File: config.mk
export PLATFORM = sky130hd
export DESIGN_NAME = agu_pipe_flat
export DESIGN_NICKNAME = d
export VERILOG_FILES = /design/src/rtl/agu_if.sv /design/src/rtl/agu_pipe.sv /design/src/flat_wrapper.sv
export SDC_FILE = /design/constraint.sdc
export NUM_CORES = 1
export LEC_CHECK = 0
export BUFFER_PORTS_ARGS = -buffer_cell sky130_fd_sc_hd__buf_2
export CAP_MARGIN = 25
export CORE_MARGIN = 8
export CORE_UTILIZATION = 59
export CTS_BUF_LIST = sky130_fd_sc_hd__clkbuf_8
export DETAILED_ROUTE_END_ITERATION = 10
export PLACE_DENSITY = 0.82
export SYNTH_ARGS = -nofsm -noshare
export SYNTH_HDL_FRONTEND = slang
export SYNTH_SLANG_ARGS = --single-unit
File: constraint.sdc
create_clock -name i_clk -period 3.28 [get_ports i_clk]
set_clock_uncertainty 0.15 [all_clocks]
set_input_delay 0.656 -clock i_clk [delete_from_list [all_inputs] [get_ports i_clk]]
set_output_delay 0.656 -clock i_clk [all_outputs]
set_load 0.03 [all_outputs]
File: src/rtl/agu_if.sv
// Request/response bundle for the address generation unit.
// The slave modport is the AGU side; the master modport is the requester/consumer side.
interface agu_if #(
  parameter int ADDR_W    = 32,
  parameter int OFF_W     = 26,
  parameter int MAX_BEATS = 8,
  parameter int BEAT_W    = $clog2(MAX_BEATS)
);
  logic              i_valid;
  logic              o_ready;
  logic [2:0]        i_opcode;
  logic [ADDR_W-1:0] i_addr;
  logic [OFF_W-1:0]  i_offset;
  logic [1:0]        i_size;
  logic [BEAT_W-1:0] i_beats;
  logic              o_valid;
  logic              i_ready;
  logic [ADDR_W-1:0] o_eff_addr;
  logic [1:0]        o_addr_exception;
  logic [BEAT_W-1:0] o_beat_idx;
  logic              o_last;

  modport slave (
    input  i_valid, i_opcode, i_addr, i_offset, i_size, i_beats, i_ready,
    output o_ready, o_valid, o_eff_addr, o_addr_exception, o_beat_idx, o_last
  );

  modport master (
    output i_valid, i_opcode, i_addr, i_offset, i_size, i_beats, i_ready,
    input  o_ready, o_valid, o_eff_addr, o_addr_exception, o_beat_idx, o_last
  );
endinterface

File: src/rtl/agu_pipe.sv
// Registered address generation unit: register, base+offset, branch, jump and burst modes,
// with alignment/illegal flags and a valid/ready output stage that holds under backpressure.
module agu_pipe #(
  parameter int ADDR_W    = 32,
  parameter int IMM_W     = 16,
  parameter int OFF_W     = 26,
  parameter int MAX_BEATS = 8,
  parameter int BEAT_W    = $clog2(MAX_BEATS)
) (
  input logic  i_clk,
  input logic  i_rst_n,
  agu_if.slave bus
);

  localparam logic [2:0] OP_REG    = 3'b000;
  localparam logic [2:0] OP_BOFF   = 3'b001;
  localparam logic [2:0] OP_BRANCH = 3'b010;
  localparam logic [2:0] OP_JUMP   = 3'b011;
  localparam logic [2:0] OP_BURST  = 3'b100;

  typedef enum logic {S_IDLE, S_OUT} state_t;

  state_t state_q, state_d;

  logic vld_p1, rdy, load, step;

  logic signed [ADDR_W-1:0] sext_p0;
  logic [ADDR_W-1:0]        addr_p0;
  logic [1:0]               exc_p0;
  logic                     chk_p0, bad_p0, last_p0;

  logic [ADDR_W-1:0] eff_addr_p1, stride_p1, next_addr_p1;
  logic [1:0]        exc_p1, size_p1;
  logic [BEAT_W-1:0] beat_p1, lim_p1, next_beat_p1;
  logic              last_p1;

  // {illegal, misaligned}; only the two low address bits matter for alignment.
  function automatic logic [1:0] flags_f(input logic chk, input logic bad,
                                         input logic [1:0] size, input logic [1:0] lsb);
    logic [1:0] f;
    f = {bad, 1'b0};
    if (chk) begin
      case (size)
        2'b01:   f[0] = lsb[0];
        2'b10:   f[0] = |lsb;
        2'b11:   f[1] = 1'b1;
        default: ;
      endcase
    end
    return f;
  endfunction

  // ---- stage p0: decode the incoming request ----
  assign sext_p0 = {{(ADDR_W-IMM_W){bus.i_offset[IMM_W-1]}}, bus.i_offset[IMM_W-1:0]};
  assign chk_p0  = (bus.i_opcode == OP_REG) || (bus.i_opcode == OP_BOFF) ||
                   (bus.i_opcode == OP_BURST);
  assign bad_p0  = (bus.i_opcode > OP_BURST);
  assign last_p0 = (bus.i_opcode != OP_BURST) || (bus.i_beats == '0);

  always_comb begin
    addr_p0 = bus.i_addr;
    case (bus.i_opcode)
      OP_BOFF, OP_BURST: addr_p0 = bus.i_addr + sext_p0;
      OP_BRANCH:         addr_p0 = bus.i_addr + (sext_p0 <<< 2);
      OP_JUMP:           addr_p0 = {bus.i_addr[ADDR_W-1:OFF_W+2], bus.i_offset, 2'b00};
      default:           ;
    endcase
  end

  assign exc_p0 = flags_f(chk_p0, bad_p0, bus.i_size, addr_p0[1:0]);

  // ---- handshake FSM ----
  always_ff @(posedge i_clk or negedge i_rst_n) begin
    if (!i_rst_n) state_q <= S_IDLE;
    else          state_q <= state_d;
  end

  always_comb begin
    state_d = state_q;
    case (state_q)
      S_IDLE: if (load) state_d = S_OUT;
      S_OUT:  if (bus.i_ready && last_p1 && !load) state_d = S_IDLE;
      default: state_d = S_IDLE;
    endcase
  end

  always_comb begin
    vld_p1 = (state_q == S_OUT);
    rdy    = !vld_p1 || (bus.i_ready && last_p1);
    load   = bus.i_valid && rdy;
    step   = vld_p1 && bus.i_ready && !last_p1;
  end

  // ---- stage p1: registered result / burst walker ----
  assign stride_p1    = ADDR_W'(1) << size_p1;
  assign next_addr_p1 = eff_addr_p1 + stride_p1;
  assign next_beat_p1 = beat_p1 + BEAT_W'(1);

  always_ff @(posedge i_clk or negedge i_rst_n) begin
    if (!i_rst_n) begin
      eff_addr_p1 <= '0;
      exc_p1      <= '0;
      beat_p1     <= '0;
      last_p1     <= 1'b0;
      lim_p1      <= '0;
      size_p1     <= '0;
    end else if (load) begin
      eff_addr_p1 <= addr_p0;
      exc_p1      <= exc_p0;
      beat_p1     <= '0;
      last_p1     <= last_p0;
      lim_p1      <= bus.i_beats;
      size_p1     <= bus.i_size;
    end else if (step) begin
      // Later burst beats re-derive flags from the stepped address; wrap is silent.
      eff_addr_p1 <= next_addr_p1;
      exc_p1      <= flags_f(1'b1, 1'b0, size_p1, next_addr_p1[1:0]);
      beat_p1     <= next_beat_p1;
      last_p1     <= (next_beat_p1 == lim_p1);
    end
  end

  assign bus.o_valid          = vld_p1;
  assign bus.o_ready          = rdy;
  assign bus.o_eff_addr       = eff_addr_p1;
  assign bus.o_addr_exception = exc_p1;
  assign bus.o_beat_idx       = beat_p1;
  assign bus.o_last           = last_p1;

endmodule

File: src/flat_wrapper.sv
// flat-port wrapper written by rule: the top's interface ports become plain ports
module agu_pipe_flat 
#(
  parameter int ADDR_W    = 32,
  parameter int IMM_W     = 16,
  parameter int OFF_W     = 26,
  parameter int MAX_BEATS = 8,
  parameter int BEAT_W    = $clog2(MAX_BEATS)
)
  (i_clk, i_rst_n, bus_i_valid, bus_i_opcode, bus_i_addr, bus_i_offset, bus_i_size, bus_i_beats, bus_i_ready, bus_o_ready, bus_o_valid, bus_o_eff_addr, bus_o_addr_exception, bus_o_beat_idx, bus_o_last);
  agu_if #(.ADDR_W(ADDR_W), .OFF_W(OFF_W), .MAX_BEATS(MAX_BEATS), .BEAT_W(BEAT_W)) bus_i ();
  input logic i_clk;
  input logic i_rst_n;
  input wire logic [$bits(bus_i.i_valid)-1:0] bus_i_valid;
  input wire logic [$bits(bus_i.i_opcode)-1:0] bus_i_opcode;
  input wire logic [$bits(bus_i.i_addr)-1:0] bus_i_addr;
  input wire logic [$bits(bus_i.i_offset)-1:0] bus_i_offset;
  input wire logic [$bits(bus_i.i_size)-1:0] bus_i_size;
  input wire logic [$bits(bus_i.i_beats)-1:0] bus_i_beats;
  input wire logic [$bits(bus_i.i_ready)-1:0] bus_i_ready;
  output wire logic [$bits(bus_i.o_ready)-1:0] bus_o_ready;
  output wire logic [$bits(bus_i.o_valid)-1:0] bus_o_valid;
  output wire logic [$bits(bus_i.o_eff_addr)-1:0] bus_o_eff_addr;
  output wire logic [$bits(bus_i.o_addr_exception)-1:0] bus_o_addr_exception;
  output wire logic [$bits(bus_i.o_beat_idx)-1:0] bus_o_beat_idx;
  output wire logic [$bits(bus_i.o_last)-1:0] bus_o_last;
  assign bus_i.i_valid = bus_i_valid;
  assign bus_i.i_opcode = bus_i_opcode;
  assign bus_i.i_addr = bus_i_addr;
  assign bus_i.i_offset = bus_i_offset;
  assign bus_i.i_size = bus_i_size;
  assign bus_i.i_beats = bus_i_beats;
  assign bus_i.i_ready = bus_i_ready;
  assign bus_o_ready = bus_i.o_ready;
  assign bus_o_valid = bus_i.o_valid;
  assign bus_o_eff_addr = bus_i.o_eff_addr;
  assign bus_o_addr_exception = bus_i.o_addr_exception;
  assign bus_o_beat_idx = bus_i.o_beat_idx;
  assign bus_o_last = bus_i.o_last;
  agu_pipe #(.ADDR_W(ADDR_W), .IMM_W(IMM_W), .OFF_W(OFF_W), .MAX_BEATS(MAX_BEATS), .BEAT_W(BEAT_W)) u_core (.i_clk(i_clk), .i_rst_n(i_rst_n), .bus(bus_i));
endmodule
==> flow_summary.yaml, run 1 <==
status:
  status: "finished, final reports clean"
drt:
  post_drt_wl_per_cell_um: 19.0
  drt_first_pass_iters: 5
  routed-via-count: 7247
  first_iter_violations: 854
  vias_per_cell: 6.40
  ant_nets: 0
  remaining_drc_errors: 0
  drt_wl_total_um: 21500
critical_path:
  critPathArrivalTime_ps: 3090
  cp_cell_sequence: "buf_2 -> ha_1 -> inv_1 -> fa_1 -> and2b_1 -> o211ai_1 -> a211oi_2 -> nor3_2 -> o31a_2 -> xnor2_1 -> a221oi_1 -> a21oi_1"
  cp_num_buf_inv: 2
  crit_path_top_delay_cell: "o31a_2"
  critPathMaxStageDelay_ps: 420
  worstSetupEndpointType: "register"
  worstPathRequired_ps: 3320
  start_kind: "input pin"
  cp_max_fo: 4
  path_delay_family: "compound AO/OA/AOI/OAI gates"
  critPathKind: "in2reg"
  reg2reg_slack_ps: 280
cells_and_area:
  nets: 1127
  n_fill_cell: 886
  mostFrequentLayoutCells: "109 x buf_2, 101 x nand2_1, 83 x buf_4"
  drive_above_1_share_pct: 24.3
  diodes: 0
  fin_util_pct: 73.5
  mostFrequentLayoutCell: "buf_2"
  area_growth_pct: 20.7
sta:
  hold_viol_final: 0
  slew_headroom_pct: 56.4
  setup_violations: 0
  max_freq_mhz: 328
  slew_viol_final: 0
  rsz0062_at_grt: "false"
  period_minus_slack_ps: 3050
  finalCritPeriodShare_pct: 93.1
  worstMarginPinSlew_ps: 648
clock_network:
  cts_root_buffer: "clkbuf_8"
  cts_tree: "done"
  cts_num_sinks: 44
  clock_latency_ps: 310
  cts_buffers: 5
  clk_path_buf_depth: 2
  clk_pin_slew_ps: 90
  cts_hold_buf: 0
  htree_levels: 2
pwr:
  p_switching_mw: 2.20
  combPwrFrac_pct: 62.9
  power_leakage_nw: 3.42
  switching_share_pct: 51.7
  pwr-share-clk_pct: 11.0
  pwr-share-seq_pct: 26.1
  finalPower_mw: 4.26
  powerDensity_nw_per_um2: 559
  vdd_drop_max_uv: 498
  internal-power_mw: 2.06
global_route:
  grt_overflow_total: 0
  grt_max_degree: 45
  grt.busiest_layer: "met2"
  grt_pass1_vias: 7087
  use_met3_pct: 9.07
  met2_usage_pct: 44.1
  gr-usage-met1_pct: 40.2
  globalRouteTotalUtil_pct: 29.4
  antenna_found_initial: 0
  grt_first_pass_wirelength_um: 34900
die:
  core_area_um2: 10400
  die_y_um: 119
  num_io_pins: 110
  chipWidth_um: 119
  die_area_um2: 14300
  rows: 37
  start_util_pct: 60.9
logic_synthesis:
  ys.warnings.count: 0
  syn_nets: 971
  synth_cell_types: 84
  synth_area_per_cell_um2: 7.51
  ys.flop_type: "dfrtp_1"
  netlist_area_um2: 6310
  yosysSeqAreaShare_pct: 17.4
  postSynthCellCount: 840
  synth-async-reset-ratio_pct: 100
  ys_ff_latch: 44
  synth-edff-count: 0
placement:
  place_hpwl_um: 17100
  gp_congestion: 0.982
  io_buffers: 109
hold_path:
  min_path_type: "in2async"
flow_run:
  drv_cap: 0
-- power groups by stage --
| stage | logic, mW | registers, mW | clock network [mW] |
|---|---|---|---|
| global route | 2.89 | 1.15 | 0.487 |
| finish | 2.68 | 1.11 | 0.469 |
| floorplan | 1.34 | 1.49 | 0 |
| CTS | 2.64 | 1.10 | 0.462 |
| detailed placement | 2.61 | 1.11 | 0 |
| global placement | 2.57 | 1.10 | 0 |
-- per-layer routing --
| layer | wire, um | up-vias |
|---|---|---|
| met5 | 0 | - |
| met4 | 362 | 0 |
| met3 | 2820 | 39 |
| met2 | 9000 | 414 |
| met1 | 9310 | 3353 |
| li1 | - | 3441 |
-- state kept, by name, summed over array words and instances, names as in the netlist --
name / count
u_core.bus.o_addr_exception: 2
u_core.bus.o_beat_idx: 3
u_core.bus.o_eff_addr: 32
u_core.bus.o_last: 1
u_core.bus.o_valid: 1
u_core.lim_p1: 3
u_core.size_p1: 2
-- cell usage after synthesis (4+ instances only) --
cell	count	area, um^2
a211o_1	4	35.0
dfrtp_1	44	1100
nand2b_1	12	75.1
a31oi_1	17	106
nor3_1	14	70.1
mux2i_1	11	110
or3_1	4	25.0
o21a_1	9	67.6
a221o_1	10	100
ha_1	58	726
a21oi_1	73	365
a221oi_1	11	96.3
clkbuf_1	31	116
nor2_1	61	229
a32oi_1	5	43.8
xor2_1	21	184
nand4_1	12	75.1
o22ai_1	4	25.0
inv_1	27	101
or2_2	5	31.3
and3_1	11	68.8
nand2_1	102	383
and2_1	14	87.6
nand3_1	36	180
a221oi_2	4	60.1
o21ai_1	4	20.0
buf_2	10	50.1
nor4_1	5	31.3
o211ai_1	11	82.6
a22o_1	4	35.0
o21ai_0	49	245
o21bai_1	4	30.0
a21o_1	14	105
nor2b_1	13	81.3
xnor2_1	38	333
a211oi_1	15	113
-- worst paths after layout --
path                                   start                   endpoint  cells after the start
setup / recovery             bus_i_offset[0]  u_core.bus.o_eff_addr[22]                     12
hold / removal                       i_rst_n   u_core.bus.o_eff_addr[0]                      1
setup reg to reg           u_core.size_p1[0]  u_core.bus.o_eff_addr[20]                     13
hold reg to reg             u_core.lim_p1[2]           u_core.lim_p1[2]                      2
max in group asynchronous            i_rst_n  u_core.bus.o_eff_addr[25]                      2
min in group i_clk          u_core.lim_p1[2]           u_core.lim_p1[2]                      2
-- worst reg2reg max path, cell delays in order (launching register included) --
cell	delay (ps)
dfrtp_1	410
inv_1	110
ha_1	150
ha_1	150
inv_1	50
fa_1	380
nor2b_1	170
o21a_1	150
o211ai_1	140
nor2_2	240
nand4_1	160
xnor2_1	220
o22ai_1	150
nor3_1	270
-- logic make-up (layout without fill, tap and decap cells) --
| logic type | after synthesis | in the layout | synth area share [%] |
|---|---|---|---|
| XOR/XNOR | 59 | 59 | 8.19 |
| AND/OR/NAND/NOR | 310 | 310 | 24.0 |
| AO/OA/AOI/OAI | 281 | 281 | 30.9 |
| adder cells (fa/ha/maj) | 61 | 61 | 12.4 |
| buffers and inverters | 71 | 228 | 4.62 |
| multiplexers | 14 | 14 | 2.46 |
| flip-flops | 44 | 44 | 17.4 |
-- cell type report --
cell class              count  area [um^2]  area share (%)
repair buffers            193         1190            15.6
inverters                  27          101            1.33
flip-flops and latches     44         1100            14.5
clock buffers               6         82.6            1.08
well taps                 136          170            2.23
clock inverters             2         38.8           0.509
multi-input cells         725         4940            64.8
-- metrics by stage --
stage               hold WS (ps)  setup WS (ps)  instances  cell area (um^2)  setup TNS [ps]
floorplan                    210            206        840              6310               0
detailed placement           344          -96.8       1124              7470            -272
CTS                          367            220       1132              7590               0
global route                37.0           17.6       1133              7620               0
finish                      21.7            228       1133              7620               0
global placement             331          -30.2       1124              7470           -30.7
-- repair_timing --
item | 4_1_cts | 5_1_grt
resized for setup | 0 | 3
endpoints found under the setup margin | 0 | 3
buffers inserted | 0 | 0
(Power assumes the default switching activity.)
==> run 2: changes to the inputs <==
--- a/constraint.sdc
+++ b/constraint.sdc
@@ -4,2 +4,2 @@
 set_output_delay 0.656 -clock i_clk [all_outputs]
-set_load 0.03 [all_outputs]
+set_load 0.1 [all_outputs]
==> run 2 against run 1 <==
Net effect:
- largest cell class unchanged
- critical path depth increased by 1
- sequential power barely moved
- worst hold slack better by 340 ps
- die area is the same
- global-route usage grew 0.39 points
- highest routed layer unchanged
- core utilization decreased by 0.66 points
- clock power decreased by 1%
- non-clock buffer count down 10
- final cell count down 0.88%
- count of clock-buffer cells in the layout unchanged
- first-iteration DRC count is 6.0% higher
==> flow_summary.yaml, run 2 (same netlist as run 1, synthesis figures left out) <==
critical_path:
  path_delay_family: "simple AND/OR/NAND/NOR gates"
  worstPathRequired_ps: 3350
  critPathKind: "reg2reg"
  cp_cell_sequence: "inv_1 -> ha_1 -> ha_1 -> inv_1 -> fa_1 -> nor2b_1 -> o21a_1 -> o211ai_1 -> nor2_1 -> nand4_1 -> xnor2_1 -> o22ai_1 -> nor3_1"
  crit_path_top_delay_cell: "dfrtp_1"
  worstSetupEndpointType: "register"
  critPathArrivalTime_ps: 3170
  cp_num_buf_inv: 2
  cp_max_fo: 5
  critPathMaxStageDelay_ps: 410
  reg2reg_slack_ps: 170
  start_kind: "register"
pwr:
  switching_share_pct: 62.8
  combPwrFrac_pct: 71.4
  powerDensity_nw_per_um2: 730
  internal-power_mw: 2.05
  vdd_drop_max_uv: 815
  pwr-share-seq_pct: 20.2
  p_switching_mw: 3.46
  pwr-share-clk_pct: 8.4
  power_leakage_nw: 3.37
sta:
  slew_viol_final: 0
  worstMarginPinSlew_ps: 632
  rsz0062_at_grt: "false"
  slew_headroom_pct: 57.4
  max_freq_mhz: 322
  worst_hold_slack_ps: 359
  period_minus_slack_ps: 3110
  finalCritPeriodShare_pct: 94.7
  hold_viol_final: 0
  fin_setup_tns_ps: 0
  setup_violations: 0
clock_network:
  postCtsSetupBuffers: 0
  cts_num_sinks: 44
  clk_path_buf_depth: 2
  clk_pin_slew_ps: 90
  cts_root_buffer: "clkbuf_8"
  clock_latency_ps: 310
  cts_buffers: 5
  cts_tree: "done"
  htree_levels: 2
cells_and_area:
  nets: 1117
  fin_util_pct: 72.8
  diodes: 0
  fin_cells: 1123
  area_growth_pct: 19.6
  mostFrequentLayoutCell: "buf_2"
  largest_reg_flops: 32
  drive_above_1_share_pct: 23.2
  mostFrequentLayoutCells: "109 x buf_2, 100 x nand2_1, 73 x a21oi_1"
global_route:
  grt_max_degree: 45
  antenna_found_initial: 0
  grt_overflow_total: 0
  grt_first_pass_wirelength_um: 35000
  globalRouteTotalUtil_pct: 29.8
  grt_pass1_vias: 6800
drt:
  first_iter_violations: 905
  drt_first_pass_iters: 6
  ant_nets: 0
  remaining_drc_errors: 0
  drt_wl_total_um: 21800
  routed-via-count: 7203
  vias_per_cell: 6.41
  post_drt_wl_per_cell_um: 19.4
die:
  chipWidth_um: 119
  core_area_um2: 10400
  die_area_um2: 14300
  num_io_pins: 110
  rows: 37
  die_y_um: 119
  start_util_pct: 60.9
placement:
  place_hpwl_um: 17300
  gp_congestion: 0.993
  io_buffers: 109
  dp_cells: 1113
flow_run:
  drv_cap: 0
status:
  status: "finished, final reports clean"
hold_path:
  min_path_type: "reg2reg"
-- run 2: cell count changes in the layout (fill, tap and decap cells not counted), sizes merged --
cell	delta
buf	-11
dlygate4sd3	+1
-- run 2: what timing repair did --
action	4_1_cts	5_1_grt
gates resized for setup	0	0
hold buffers	0	1
hold endpoints to repair	0	4
-- run 2: worst register-to-register path, cell delays in order, from the launching register on --
cell      delay, ps
dfrtp_1         410
inv_1           120
ha_1            160
ha_1            160
inv_1            50
fa_1            370
nor2b_1         180
o21a_1          160
o211ai_1        130
nor2_1          320
nand4_1         170
xnor2_1         240
o22ai_1         130
nor3_1          270
-- run 2: metrics by stage --
stage | power, mW | setup WS (ps) | instance area, um^2
finish | 5.51 | 173 | 7550
global route | 5.78 | 13.2 | 7550
CTS | 5.45 | 226 | 7520
detailed placement | 4.98 | -88.7 | 7400
global placement | 4.93 | -2.78 | 7400
floorplan | 4.07 | 206 | 6310
-- run 2: power groups by stage --
stage / sequential [mW] / clock, mW / combinational, mW
after floorplan: 2.70 / 0 / 1.37
after detailed placement: 1.11 / 0 / 3.88
after global placement: 1.09 / 0 / 3.84
final: 1.11 / 0.462 / 3.94
after global routing: 1.14 / 0.484 / 4.15
after CTS: 1.09 / 0.458 / 3.90
-- run 2: layout make-up --
type | count | area, um^2
clock buffers | 6 | 82.6
repair buffers | 183 | 1130
inverters | 27 | 101
flip-flops and latches | 44 | 1100
multi-input cells | 725 | 4930
well taps | 136 | 170
clock inverters | 2 | 38.8
fillers | 879 | 2820
-- run 2: final timing paths --
check	from	endpoint	depth (start not counted)
setup / recovery	u_core.size_p1[1]	u_core.bus.o_eff_addr[20]	13
hold reg to reg	u_core.lim_p1[1]	u_core.lim_p1[1]	2
min in group asynchronous	i_rst_n	u_core.bus.o_addr_exception[0]	2
hold / removal	u_core.lim_p1[1]	u_core.lim_p1[1]	2
setup reg to reg	u_core.size_p1[1]	u_core.bus.o_eff_addr[20]	13
max in group asynchronous	i_rst_n	u_core.bus.o_eff_addr[16]	3
-- run 2: metal layers --
metal / vias to the layer above / GRT usage, % / wire, um
li1: 3403 / - / -
met3: 23 / 7.56 / 2820
met5: - / 0 / 0
met4: 0 / 4.84 / 287
met1: 3351 / 43.2 / 9600
met2: 426 / 44.1 / 9100
